### config.mk
export PLATFORM = sky130hd
export DESIGN_NAME = dpfifo
export DESIGN_NICKNAME = d
export VERILOG_FILES = /design/src/rtl/dpfifo_pkg.sv /design/src/rtl/dpfifo_dpram.sv /design/src/rtl/dpfifo.sv
export SDC_FILE = /design/constraint.sdc
export NUM_CORES = 1
export LEC_CHECK = 0
export BUFFER_PORTS_ARGS = -buffer_cell sky130_fd_sc_hd__buf_4
export CELL_PAD_IN_SITES_DETAIL_PLACEMENT = 0
export CELL_PAD_IN_SITES_GLOBAL_PLACEMENT = 1
export CORE_MARGIN = 1.5
export CORE_UTILIZATION = 50
export DETAILED_ROUTE_END_ITERATION = 12
export HOLD_SLACK_MARGIN = 0.06
export PLACE_DENSITY = 0.76
export SYNTH_ARGS = -nofsm -noshare
export SYNTH_HDL_FRONTEND = slang
export SYNTH_HIERARCHICAL = 1
export SYNTH_SLANG_ARGS = --single-unit
### constraint.sdc
create_clock -name clk -period 3.5 [get_ports clk]
set_input_delay 1.05 -clock clk [delete_from_list [all_inputs] [get_ports clk]]
set_output_delay 1.05 -clock clk [all_outputs]
set_load 0.1 [all_outputs]
### src/rtl/dpfifo_pkg.sv
// Shared definitions for the dpfifo slice: default geometry and a log2 helper.
package dpfifo_pkg;

    localparam int DEF_WR_W  = 8;
    localparam int DEF_RATIO = 2;
    localparam int DEF_AW    = 6;

    // Ceiling log2; used to turn RATIO into a shift amount (log2c(1) = 0).
    function automatic int log2c(input int v);
        int r;
        r = 0;
        for (int i = 0; i < 31; i++) begin
            if ((1 << i) < v) r = i + 1;
        end
        return r;
    endfunction

endpackage

### src/rtl/dpfifo_dpram.sv
// Asymmetric dual-port RAM: narrow write port, RATIO-times-wider registered read port.
module dpram_p
    import dpfifo_pkg::*;
#(
    parameter int WR_W  = DEF_WR_W,
    parameter int RATIO = DEF_RATIO,
    parameter int AW    = DEF_AW,
    localparam int LR   = log2c(RATIO),
    localparam int WA   = AW - LR
) (
    input  logic                    clk,
    input  logic                    rst_n,
    input  logic                    we,
    input  logic [AW-1:0]           waddr,
    input  logic [WR_W-1:0]         wdata,
    input  logic                    re,
    input  logic [WA-1:0]           raddr,
    output logic [WR_W*RATIO-1:0]   rdata
);

    logic [WR_W-1:0] mem [0:(2**AW)-1];
    logic [AW-1:0]   rbase;

    // Unit 0 of a word sits at the lowest unit address of that word.
    assign rbase = AW'(raddr) << LR;

    // Write port; storage is deliberately not reset.
    always_ff @(posedge clk) begin
        if (we) mem[waddr] <= wdata;
    end

    // Read port: gather RATIO consecutive units, first-written in the low bits; hold otherwise.
    always_ff @(posedge clk or negedge rst_n) begin
        if (!rst_n) begin
            rdata <= '0;
        end else if (re) begin
            for (int k = 0; k < RATIO; k++) begin
                rdata[k*WR_W +: WR_W] <= mem[rbase + AW'(k)];
            end
        end
    end

endmodule

### src/rtl/dpfifo.sv
// Width-converting FIFO: WR_W-bit writes, WR_W*RATIO-bit reads, registered flags and level.
module dpfifo
    import dpfifo_pkg::*;
#(
    parameter int WR_W  = DEF_WR_W,
    parameter int RATIO = DEF_RATIO,
    parameter int AW    = DEF_AW
) (
    input  logic                    clk,
    input  logic                    rst_n,
    input  logic                    flush,
    input  logic                    wr_en,
    input  logic [WR_W-1:0]         wr_data,
    output logic                    full,
    input  logic                    rd_en,
    output logic [WR_W*RATIO-1:0]   rd_data,
    output logic                    rd_valid,
    output logic                    empty,
    output logic [AW:0]             level,
    output logic                    ovf,
    output logic                    udf
);

    localparam int LR = log2c(RATIO);
    localparam int WA = AW - LR;
    localparam logic [AW:0] CAP  = (AW+1)'(2**AW);
    localparam logic [AW:0] WORD = (AW+1)'(RATIO);

    // Pointers carry one wrap bit above the address bits.
    logic [AW:0] wr_ptr, wr_ptr_n;
    logic [WA:0] rd_ptr, rd_ptr_n;
    logic [AW:0] level_n;
    logic        wr_acc, rd_acc;

    // Acceptance and next pointer/level; flush wins over both strobes.
    always_comb begin
        wr_acc   = wr_en && !full  && !flush;
        rd_acc   = rd_en && !empty && !flush;
        wr_ptr_n = wr_ptr + (AW+1)'(wr_acc);
        rd_ptr_n = rd_ptr + (WA+1)'(rd_acc);
        if (flush) begin
            wr_ptr_n = '0;
            rd_ptr_n = '0;
        end
        level_n = wr_ptr_n - ((AW+1)'(rd_ptr_n) << LR);
    end

    // Pointer, flag, level and sticky-error registers.
    always_ff @(posedge clk or negedge rst_n) begin
        if (!rst_n) begin
            wr_ptr   <= '0;
            rd_ptr   <= '0;
            level    <= '0;
            full     <= 1'b0;
            empty    <= 1'b1;
            rd_valid <= 1'b0;
            ovf      <= 1'b0;
            udf      <= 1'b0;
        end else begin
            wr_ptr   <= wr_ptr_n;
            rd_ptr   <= rd_ptr_n;
            level    <= level_n;
            full     <= (level_n == CAP);
            empty    <= (level_n < WORD);
            rd_valid <= rd_acc;
            ovf      <= flush ? 1'b0 : (ovf | (wr_en & full));
            udf      <= flush ? 1'b0 : (udf | (rd_en & empty));
        end
    end

    dpram_p #(
        .WR_W  (WR_W),
        .RATIO (RATIO),
        .AW    (AW)
    ) u_ram (
        .clk   (clk),
        .rst_n (rst_n),
        .we    (wr_acc),
        .waddr (wr_ptr[AW-1:0]),
        .wdata (wr_data),
        .re    (rd_acc),
        .raddr (rd_ptr[WA-1:0]),
        .rdata (rd_data)
    );

endmodule

* After elaboration in Yosys (flattened, before gate mapping)
Memory sizes are Yosys's and may differ from the RTL's. A register that Yosys moved wholly into a read port is not among the register bits. Index checks and enable logic that the tools add are counted.
Word-level totals: bits in registers 25, RAM bits 512, input port bits 13, output and inout bits 28, logic and storage cells 34, memories kept 1
Memories:
- u_ram.mem | words 64, bits a word 8, rd ports 2, clocked after memory_dff 2, wr ports 1, line dpfifo_dpram.sv:21 | logic [WR_W-1:0] mem [0:(2**AW)-1];
Cells by class: add/subtract/negate cells 4, order comparisons 1, eq/ne operators 1, multiplexer cells 6, bitwise logic cells 4, reduce and logical (&&, ||, !) cells 9
Operator list (number):
- $add 7x1->7 | 1
- $eq 7x7->1 const B | 1
- $lt 7x2->1 const B | 1
- $mux 7 | 1
- $sub 7x7->7 | 1
- $add 6x1->6 | 1
- $add 6x1->6 const B | 1
- $mux 6 | 1
- $logic_not 1->1 | 5
- $logic_and 1x1->1 | 4
- $mux 1 | 4
- $and 1x1->1 | 2
- $or 1x1->1 | 2

* Logic depth before layout (Yosys ltp)
Gate-level depths: netlist (run 1).
depth in word-level cells 7, gate-level depth with buffers 14, mapped depth without buffers 12

* Hierarchy
The synthesis (run 1) kept the hierarchy.
Modules (own cells, without submodules):
- dpram_p | times used 1, cells an instance 1182, area each 20857.5 µm², seq. area each 15775.1 µm²
- dpfifo | times used 1, cells an instance 107, area each 1208.7 µm², seq. area each 601.8 µm²

* Least setup slack after synthesis (run 1)
OpenSTA, ideal clock, no wires.
kind input -> register, start point input flush, end point register full, library setup time 0.080 ns, arrival 4.170 ns, required time 3.420 ns, slack -0.750 ns, stages on the path 14, buffers on the path 2, cells stage by stage buf_2 -> clkbuf_1 -> nor3b_1 -> ha_1 -> ha_1 -> nand2b_1 -> ha_1 -> inv_1 -> fa_1 -> a21o_1 -> a21oi_1 -> xnor2_1 -> or4_4 -> nor3b_2
On the way: longest elaborated chain between the ends 6, elaborated cells between the ends (all ways) 9
Ends and longest elaborated chain:
- from (decl) | line dpfifo.sv:11 | input logic flush,
- $logic_not 1->1 | line dpfifo.sv:37 | wr_acc = wr_en && !full && !flush;
- $logic_and 1x1->1 | line dpfifo.sv:37
- via wr_acc | line dpfifo.sv:33 | logic wr_acc, rd_acc;
- $add 7x1->7 | line dpfifo.sv:39 | wr_ptr_n = wr_ptr + (AW+1)'(wr_acc);
- $mux 7 | line dpfifo.sv:41 | if (flush) begin
- $sub 7x7->7 | line dpfifo.sv:45 | level_n = wr_ptr_n - ((AW+1)'(rd_ptr_n) << LR);
- via level_n[5] | line dpfifo.sv:32 | logic [AW:0] level_n;
- $eq 7x7->1 | line dpfifo.sv:63 | full <= (level_n == CAP);
- to (signal assigned) | line dpfifo.sv:63
- to (decl) | line dpfifo.sv:14 | output logic full,
The timed path passes the listed nets, and every way through them passes these cells.

* Worst setup path after layout (run 1)
start point input flush, end point register full
On the way: longest elaborated chain between the ends 6, elaborated cells between the ends (all ways) 9
Ends and longest elaborated chain:
- $logic_not 1->1 | line dpfifo.sv:37
- $logic_and 1x1->1 | line dpfifo.sv:37
- via wr_acc | line dpfifo.sv:33
- $add 7x1->7 | line dpfifo.sv:39
- $mux 7 | line dpfifo.sv:41
- via wr_ptr_n[2] | line dpfifo.sv:30 | logic [AW:0] wr_ptr, wr_ptr_n;
- $sub 7x7->7 | line dpfifo.sv:45
- via level_n[4] | line dpfifo.sv:32
- $eq 7x7->1 | line dpfifo.sv:63
The timed path passes the listed nets, and every way through them passes these cells.

==> results of run 1 <==
[final timing paths]
check / start / to / slack (ps)
setup reg to reg: rd_ptr[0]$_DFF_PN0_ / full$_DFF_PN0_ / 600
hold reg to reg: udf$_DFF_PN0_ / udf$_DFF_PN0_ / 500
max in group asynchronous: rst_n / rd_ptr[0]$_DFF_PN0_ / 2570
setup / recovery: flush / full$_DFF_PN0_ / 420
min in group clk: udf$_DFF_PN0_ / udf$_DFF_PN0_ / 500
hold / removal: rst_n / rd_ptr[2]$_DFF_PN0_ / 480
[layout make-up]
type | instances | share of cell area
inverter | 7 | 0.00105
clock buffer | 69 | 0.0563
tap | 585 | 0.0293
multi-input combinational | 657 | 0.209
timing repair buffer | 124 | 0.0398
clock inverter | 25 | 0.00797
sequential | 552 | 0.656
[cell families (layout without fill, tap and decap cells)]
family / count (synthesis) / in the layout
buffers and inverters: 80 / 225
adders and majority gates: 11 / 11
xor gates and xnor gates: 9 / 9
and+or+nand+nor: 153 / 153
muxes: 275 / 275
DFF: 552 / 552
AOI/OAI and AO/OA: 209 / 209
[metal layers]
metal / share of wire / wire (um) / up-vias / track usage
met5: 0 / 0 / - / 0
met1: 0.47 / 20900 / 5724 / 0.308
met4: 0.016 / 719 / 0 / 0.0489
met2: 0.46 / 20500 / 348 / 0.308
li1: - / - / 5291 / -
met3: 0.061 / 2760 / 46 / 0.0302
[stage by stage]
| step | cell area (um^2) | hold slack [ps] | total power [mW] |
|---|---|---|---|
| 2_1_floorplan | 22200 | 540 | 9.44 |
| 3_3_place_gp | 23400 | 496 | 9.93 |
| 3_5_place_dp | 23400 | 491 | 9.95 |
| 4_1_cts | 25000 | 489 | 15.2 |
| 5_1_grt | 25000 | 515 | 15.6 |
| 6_report | 25000 | 485 | 15.1 |
[placed cells by master, fill, tap and decap left out, drive strengths merged, types with 2 or more instances in the layout]
cell type	instances
o21ai	4
nor2b	13
edfxtp	512
nor3	9
nor4	18
mux2i	257
dfrtp	39
a22oi	128
or2	2
bufinv	3
o21a	2
xnor2	4
inv	10
nand2b	8
a21oi	71
or3	3
ha	10
clkinv	18
nand3	13
clkbuf	69
mux2	18
xor2	5
nand2	15
nor2	65
buf	124
nor3b	3
[power by group through the flow]
stage | Combinational, mW | Clock, mW | Sequential (mW)
after floorplan | 0.986 | 0 | 8.45
after global placement | 2.32 | 0 | 7.61
after detailed placement | 2.34 | 0 | 7.61
after CTS | 2.35 | 5.40 | 7.47
after global routing | 2.44 | 5.64 | 7.48
final | 2.33 | 5.32 | 7.47
[flip-flops by register name, indices dropped and copies added (netlist names)]
| register | cells |
|---|---|
| empty | 1 |
| rd_ptr | 6 |
| u_ram/rdata | 16 |
| ovf | 1 |
| rd_valid | 1 |
| u_ram/mem | 512 |
| udf | 1 |
| full | 1 |
| wr_ptr | 7 |
| level | 6 |
==> flow_summary.ini, run 1 <==
[pwr]
pwr-share-clk = 0.352
pwr-share-seq = 0.494
power.internal_mw = 11.1
comb_power_share = 0.154
switching_share = 0.268
peakVddDrop_mv = 0.434
switchingPower_mw = 4.05
cellLeakagePower_nw = 7.96
power.density_nw_per_um2 = 606

[clock_tree]
clock_path_buffers = 3
clkSinkCount = 552
cts_buffers = 52
cts_setup_buffers = 0
cts.repair.resized = 0
clk_latency_ps = 580
postCtsHoldBufs = 0
clk_pin_slew_ps = 60
h-tree-depth = 2
tritoncts = yes
cts_root_buffer = clkbuf_16

[placed_design]
port_buffers = 40
place_ws_ps = -202
hpwlAfterDp_um = 27100
gp_congestion = 0.774
dp_cells = 1925

[yosys]
muxShareOfSynthArea = 0.126
syn-cell-area_um2 = 22100
synth_nets = 1313
yosysUniqueCellTypes = 44
yosysMostFrequentCell = edfxtp_1
synth_top_area_cell = edfxtp_1
synth-edff-count = 512
ys_top_cells_by_area = edfxtp_1 (70%), mux2i_1 (12%), dfrtp_1 (4.4%)
yosysWarnings = 6
avgSynthCellArea_um2 = 17.1
syn_inst = 1289
synth_top_family_by_area = multiplexers
synth_fa_ha_area_frac = 0.00658
synthSimpleGateAreaFrac = 0.0341
synthTopCellsByCount = edfxtp_1 (512), mux2i_1 (256), a22oi_1 (128)
synth-seq-area-share = 0.742
ys_ff_latch = 552
synth_compound_area_frac = 0.0628
synth-xor-area-share = 0.00357
ys.flop_type = edfxtp_1
yosys.area.top_type_share = 0.697
async_flop_share = 0.0725

[cells_and_area]
fillCellCount = 3196
diodes = 0
layout.nets = 1418
drive_above_1_share = 0.162
final_cells = 2019
seq_area_um2 = 16400
area_growth_pct = 13.1
multi_input_area_um2 = 5230
postLayoutCoreUtil = 0.577

[global_routing]
grt_pass1_wl_um = 67600
grt.overflow.total = 0
grt_max_degree = 70
grt_pass1_vias = 11000
antenna_found_initial = 0
grtUsageTotal = 0.202

[drt]
vias = 11400
wl_per_cell_um = 22.2
drc = 0
routed_via_density = 5.65
drt_iter0_drc = 1130
ant_nets = 0
firstDrtPassIters = 5
wirelength_um = 44900

[timing]
slew_viol_final = 0
fin_tns_setup_ps = 0
fin_crit_ps = 3080
fin_crit_sh = 0.880
worst_slew_pin_slew_ps = 946
max_clock_freq_ghz = 0.325
fin_worst_skew_ps = 21.8
slew_headroom = 0.368
rsz0062_at_grt = no
setup_viol = 0
hold_viol_final = 0
final.setup.worst_slack_ps = 421

[worst_setup_path]
worst-path-stages = 13
cp-start-kind = input pin
cp_max_fo = 4
critical_path_buf_inv_count = 1
critPathMaxStageDelay_ps = 530
critPathRequiredTime_ps = 3990
r2r_cells = 10
crit_family = simple AND/OR/NAND/NOR gates
crit_slowest_cell = or4_4
endpoint_kind = register
critPathKind = in2reg
path_cells = buf_4, nor3b_4, ha_2, ha_4, xnor2_1, nor2_2, ha_1, nor2b_1, o21a_1, nor2_1, xor2_1, or4_4, nor3b_2
crit_arrival_ps = 3560

[run_status]
status = finished, final reports clean

[die]
row_count = 76
die_area_um2 = 45400
io_pins = 41
die_h_um = 213
die_w_um = 213
coreArea_um2 = 43300
start_util = 0.510

[worst_hold_path]
hold_class = in2async

[flow_run]
max-cap-violations = 0
No activity file was read; power rests on OpenSTA's default activity.
==> run 2, diff against run 1 <==
--- a/config.mk
+++ b/config.mk
@@ -13,6 +13,7 @@
 export DETAILED_ROUTE_END_ITERATION = 12
 export HOLD_SLACK_MARGIN = 0.06
 export PLACE_DENSITY = 0.76
+export RECOVER_POWER = 25
 export SYNTH_ARGS = -nofsm -noshare
 export SYNTH_HDL_FRONTEND = slang
 export SYNTH_HIERARCHICAL = 1
==> run 2 against run 1 <==
Against the previous run:
- the run now ends with slew limit left
- clock power about the same
- first-iteration DRC count up 0.18%
- worst setup slack worse by 38 ps
- utilization about the same
- cell area about the same
- wire length about the same
- final cell count unchanged
- combinational power about the same
- sequential power about the same
- clock skew about the same
- count of clock-buffer cells in the layout unchanged
- critical endpoint unchanged
- largest cell class unchanged
- largest power group unchanged
==> flow_summary.ini, run 2 (synthesis results as in run 1) <==
[placed_design]
place_ws_ps = -202
postPlaceCellArea_um2 = 23400
port_buffers = 40
gp_congestion = 0.774
hpwlAfterDp_um = 27100
dp_cells = 1925

[run_status]
violations = slew limit
status = finished, violations left

[clock_tree]
cts_setup_buffers = 0
tritoncts = yes
postCtsHoldBufs = 0
clock_path_buffers = 3
cts.repair.resized = 0
h-tree-depth = 2
clk_latency_ps = 580
cts_buffers = 52
clkSinkCount = 552
cts_root_buffer = clkbuf_16
clk_pin_slew_ps = 60

[cells_and_area]
top_register = u_ram/mem
top_regs = u_ram/mem: 512 flops, u_ram/rdata: 16 flops, wr_ptr: 7 flops
largest_register_ffs = 512
final_cells = 2019
drive_above_1_share = 0.162
diodes = 0
layout_commonest_cell = edfxtp_1
area_growth_pct = 13.1
final_area_um2 = 24900
final_cell_mix = edfxtp_1 (512), mux2i_1 (256), a22oi_1 (128), buf_4 (110), a21oi_1 (70)
layout.nets = 1418

[timing]
fin_tns_setup_ps = 0
rsz0062_at_grt = no
setup_viol = 0
final.setup.worst_slack_ps = 383
hold_viol_final = 0
fin_worst_skew_ps = 22.3
fin_crit_sh = 0.891
slew_headroom = -0.00869
worst_slew_pin_slew_ps = 1510
max_clock_freq_ghz = 0.321
slew_viol_final = 64
fin_crit_ps = 3120

[drt]
drc = 0
ant_nets = 0
firstDrtPassIters = 5
vias = 11400
wl_met3_um = 2730
top_layer = met4
wl_met2_um = 20500
drt_iter0_drc = 1132
routed_via_density = 5.64
wirelength_um = 44900
wl_met1_um = 20900
wl_per_cell_um = 22.2

[die]
die_w_um = 213
io_pins = 41
die_area_um2 = 45400
die_h_um = 213
row_count = 76
start_util = 0.510
coreArea_um2 = 43300

[flow_run]
max-cap-violations = 0

[global_routing]
grt_pass1_wl_um = 67600
antenna_found_initial = 0
grtUsageTotal = 0.202
grt.overflow.total = 0
grt_pass1_vias = 11000
grt_max_degree = 70

[worst_setup_path]
r2r-start = rd_ptr[0]$_DFF_PN0_
r2r_cells = 10
endpoint_kind = register
critPathRequiredTime_ps = 3980
rrSetupSlack_ps = 590
cp_max_fo = 17
cp-start-kind = input pin
critPathKind = in2reg
crit_arrival_ps = 3600
r2r-end = full$_DFF_PN0_

[pwr]
pwr-share-clk = 0.352
switchingPower_mw = 4.05
cellLeakagePower_nw = 7.95
switching_share = 0.267
power.internal_mw = 11.1
comb_power_share = 0.154
pwr-share-seq = 0.494
power.density_nw_per_um2 = 606
peakVddDrop_mv = 0.434

[worst_hold_path]
hold_class = in2async
==> run 2: worst max-delay path, stage by stage <==
cell	delay, ps
buf_4	120
clkbuf_1	560
nand2b_4	280
ha_4	130
inv_2	40
fa_2	380
a21o_1	200
a21oi_2	140
xnor2_1	100
or4_4	430
nor3b_2	160
==> run 2: metal layers <==
| metal | track usage | vias up |
|---|---|---|
| met4 | 0.0489 | 0 |
| met3 | 0.0302 | 46 |
| met1 | 0.308 | 5706 |
| li1 | - | 5295 |
| met5 | 0 | - |
| met2 | 0.308 | 349 |
==> run 2: area by class of cell <==
| cell class | instances | area, um^2 |
|---|---|---|
| Clock buffer | 69 | 1410 |
| Inverter | 7 | 26.3 |
| Clock inverter | 25 | 199 |
| Sequential cell | 552 | 16400 |
| Timing Repair Buffer | 124 | 972 |
| Tap cell | 585 | 732 |
| Fill cell | 3200 | 18300 |
| Multi-Input combinational cell | 657 | 5230 |
==> run 2: how the worst max path moves through the flow <==
stage | startpoint | end | slack, ps | cells past startpoint
6_report | flush | full$_DFF_PN0_ | 380 | 11
5_1_grt | flush | full$_DFF_PN0_ | 210 | 13
4_1_cts | flush | full$_DFF_PN0_ | 400 | 13
3_5_place_dp | flush | full$_DFF_PN0_ | -200 | 13
3_3_place_gp | flush | full$_DFF_PN0_ | -80 | 13
2_1_floorplan | flush | full$_DFF_PN0_ | -210 | 14
==> run 2: through the flow <==
stage | total power, mW | util | hold slack (ps)
global route | 15.6 | 0.577 | 515
detailed placement | 9.95 | 0.540 | 491
CTS | 15.2 | 0.577 | 489
floorplan | 9.44 | - | 540
global placement | 9.93 | 0.540 | 496
finish | 15.1 | 0.577 | 485
==> run 2: power by group through the flow <==
stage,Clock [mW],Sequential (mW),Combinational (mW)
floorplan,0,8.45,0.986
finish,5.32,7.48,2.33
CTS,5.40,7.47,2.35
detailed placement,0,7.61,2.34
global placement,0,7.61,2.32
global route,5.64,7.49,2.44
==> run 3, diff against run 2 <==
--- a/config.mk
+++ b/config.mk
@@ -6,13 +6,11 @@
 export NUM_CORES = 1
 export LEC_CHECK = 0
 export BUFFER_PORTS_ARGS = -buffer_cell sky130_fd_sc_hd__buf_4
-export CELL_PAD_IN_SITES_DETAIL_PLACEMENT = 0
-export CELL_PAD_IN_SITES_GLOBAL_PLACEMENT = 1
 export CORE_MARGIN = 1.5
 export CORE_UTILIZATION = 50
 export DETAILED_ROUTE_END_ITERATION = 12
 export HOLD_SLACK_MARGIN = 0.06
-export PLACE_DENSITY = 0.76
+export PLACE_DENSITY = 0.68
 export RECOVER_POWER = 25
 export SYNTH_ARGS = -nofsm -noshare
 export SYNTH_HDL_FRONTEND = slang
==> run 3 against run 2 <==
Against the previous run:
- the flow now finishes without violations
- critical path depth grew 2
- via count grew 2.8%
- first-iteration DRC count shrank 18%
- total power grew 2.2%
- count of clock-buffer cells in the layout shrank 5
- fmax grew 0.33%
- wire length grew 6.2%
- critical endpoint unchanged
==> flow_summary.ini, run 3 (synthesis results as in run 1) <==
[worst_setup_path]
crit_family = simple AND/OR/NAND/NOR gates
critPathRequiredTime_ps = 3990
critPathKind = in2reg
crit_slowest_cell = or4_4
path_cells = clkbuf_1, nor3b_4, ha_2, ha_4, xnor2_1, nor2_2, ha_1, nor2b_1, o21a_1, nor2_1, xor2_1, or4_4, nor3b_2
critical_path_buf_inv_count = 1
cp-start-kind = input pin
endpoint_kind = register
cp_max_fo = 4
crit_arrival_ps = 3600
critPathMaxStageDelay_ps = 530

[pwr]
peakVddDrop_mv = 0.706
power.density_nw_per_um2 = 615
power_mw = 15.5
cellLeakagePower_nw = 8.08

[timing]
fin_crit_sh = 0.888
hold_viol_final = 0
fin_worst_skew_ps = 18.7
max_clock_freq_ghz = 0.322
worst_slew_pin_slew_ps = 1470
setup_viol = 0
slew_headroom = 0.0220
slew_viol_final = 0
whs_ps = 508
fin_crit_ps = 3110
rsz0062_at_grt = no
fin_tns_setup_ps = 0

[placed_design]
hpwlAfterDp_um = 28200
port_buffers = 40
postPlaceCellArea_um2 = 23500
gp_congestion = 0.810

[cells_and_area]
layout.nets = 1431
final_area_um2 = 25200
top_register = u_ram/mem
fillCellCount = 3205
layout_commonest_cell = edfxtp_1
area_growth_pct = 14.0
top_regs = u_ram/mem: 512 flops, u_ram/rdata: 16 flops, wr_ptr: 7 flops
postLayoutCoreUtil = 0.582
drive_above_1_share = 0.176
final_cell_mix = edfxtp_1 (512), mux2i_1 (256), a22oi_1 (128), buf_4 (122), a21oi_1 (70)
diodes = 0
largest_register_ffs = 512

[drt]
drt_iter0_drc = 931
drc = 0
routed_via_density = 5.76
wirelength_um = 47600
firstDrtPassIters = 5
vias = 11700
wl_per_cell_um = 23.4
ant_nets = 0

[global_routing]
grt_max_degree = 117
grtUsageTotal = 0.215
grt.overflow.total = 0
grt_pass1_wl_um = 71800
grt_pass1_vias = 11500
antenna_found_initial = 0

[die]
die_area_um2 = 45400
coreArea_um2 = 43300
row_count = 76
io_pins = 41
die_h_um = 213
die_w_um = 213
start_util = 0.510

[worst_hold_path]
hold_class = reg2reg

[clock_tree]
postCtsHoldBufs = 0
clk_pin_slew_ps = 60
cts_setup_buffers = 0
clk_latency_ps = 580
cts_root_buffer = clkbuf_16
clock_path_buffers = 3
cts_buffers = 53
clkSinkCount = 552
tritoncts = yes
h-tree-depth = 2
cts.repair.resized = 0

[run_status]
status = finished, final reports clean

[flow_run]
max-cap-violations = 0
==> run 3: cell types whose count changed in the layout (fill, tap and decap cells not counted), moves of 3 or more <==
cell	delta
clkbuf_1	-5
clkinv_1	-4
buf_4	+12
clkinv_2	+8
bufinv_16	+3
==> run 3: cell type report <==
cell class              instances  area, um^2  share of cell area
clock buffers                  64        1410              0.0560
well taps                     585         732              0.0291
repair buffers                136        1070              0.0427
inverters                       7        26.3             0.00104
multi-input cells             657        5230               0.208
flip-flops and latches        552       16400               0.651
clock inverters                32         312              0.0124
==> run 3: power by group <==
part           total [mW]  switching, mW  internal, mW
clock                5.65           2.35          3.30
sequential           7.45         0.0935          7.36
combinational        2.36           1.66         0.701
total                15.5           4.11          11.4
==> run 3: routing by layer <==
metal | GRT usage | up-vias | routed length (um)
met3 | 0.0396 | 70 | 3450
met5 | 0 | - | 0
met2 | 0.333 | 403 | 22100
met4 | 0.0580 | 0 | 1010
met1 | 0.314 | 5918 | 21100
li1 | - | 5324 | -
==> run 3: per-stage QoR <==
stage	instances	setup WS [ps]
2_1_floorplan	1289	-212
3_3_place_gp	1937	-60.2
3_5_place_dp	1937	-143
4_1_cts	2033	465
5_1_grt	2033	292
6_report	2033	393
==> run 3: worst reg2reg max path, stage by stage, from the launching register on <==
cell and delay, ps:
dfrtp_1 440, nor3b_4 210, ha_2 230, ha_4 140, xnor2_1 90, nor2_2 220
ha_1 260, nor2b_1 130, o21a_1 170, nor2_1 130, xor2_1 100, or4_4 530
nor3b_2 150
==> run 3: path summary, 6_finish.rpt <==
check / startpoint / end / slack, ps / cells past startpoint
worst min register to register: u_ram/rdata[5]$_DFFE_PN0P_ / u_ram/rdata[5]$_DFFE_PN0P_ / 510 / 1
max in group asynchronous: rst_n / rd_ptr[0]$_DFF_PN0_ / 1700 / 1
min in group asynchronous: rst_n / u_ram/rdata[8]$_DFFE_PN0P_ / 800 / 1
worst max register to register: full$_DFF_PN0_ / full$_DFF_PN0_ / 630 / 12
worst max-delay path: flush / full$_DFF_PN0_ / 390 / 13
worst min-delay path: u_ram/rdata[5]$_DFFE_PN0P_ / u_ram/rdata[5]$_DFFE_PN0P_ / 510 / 1
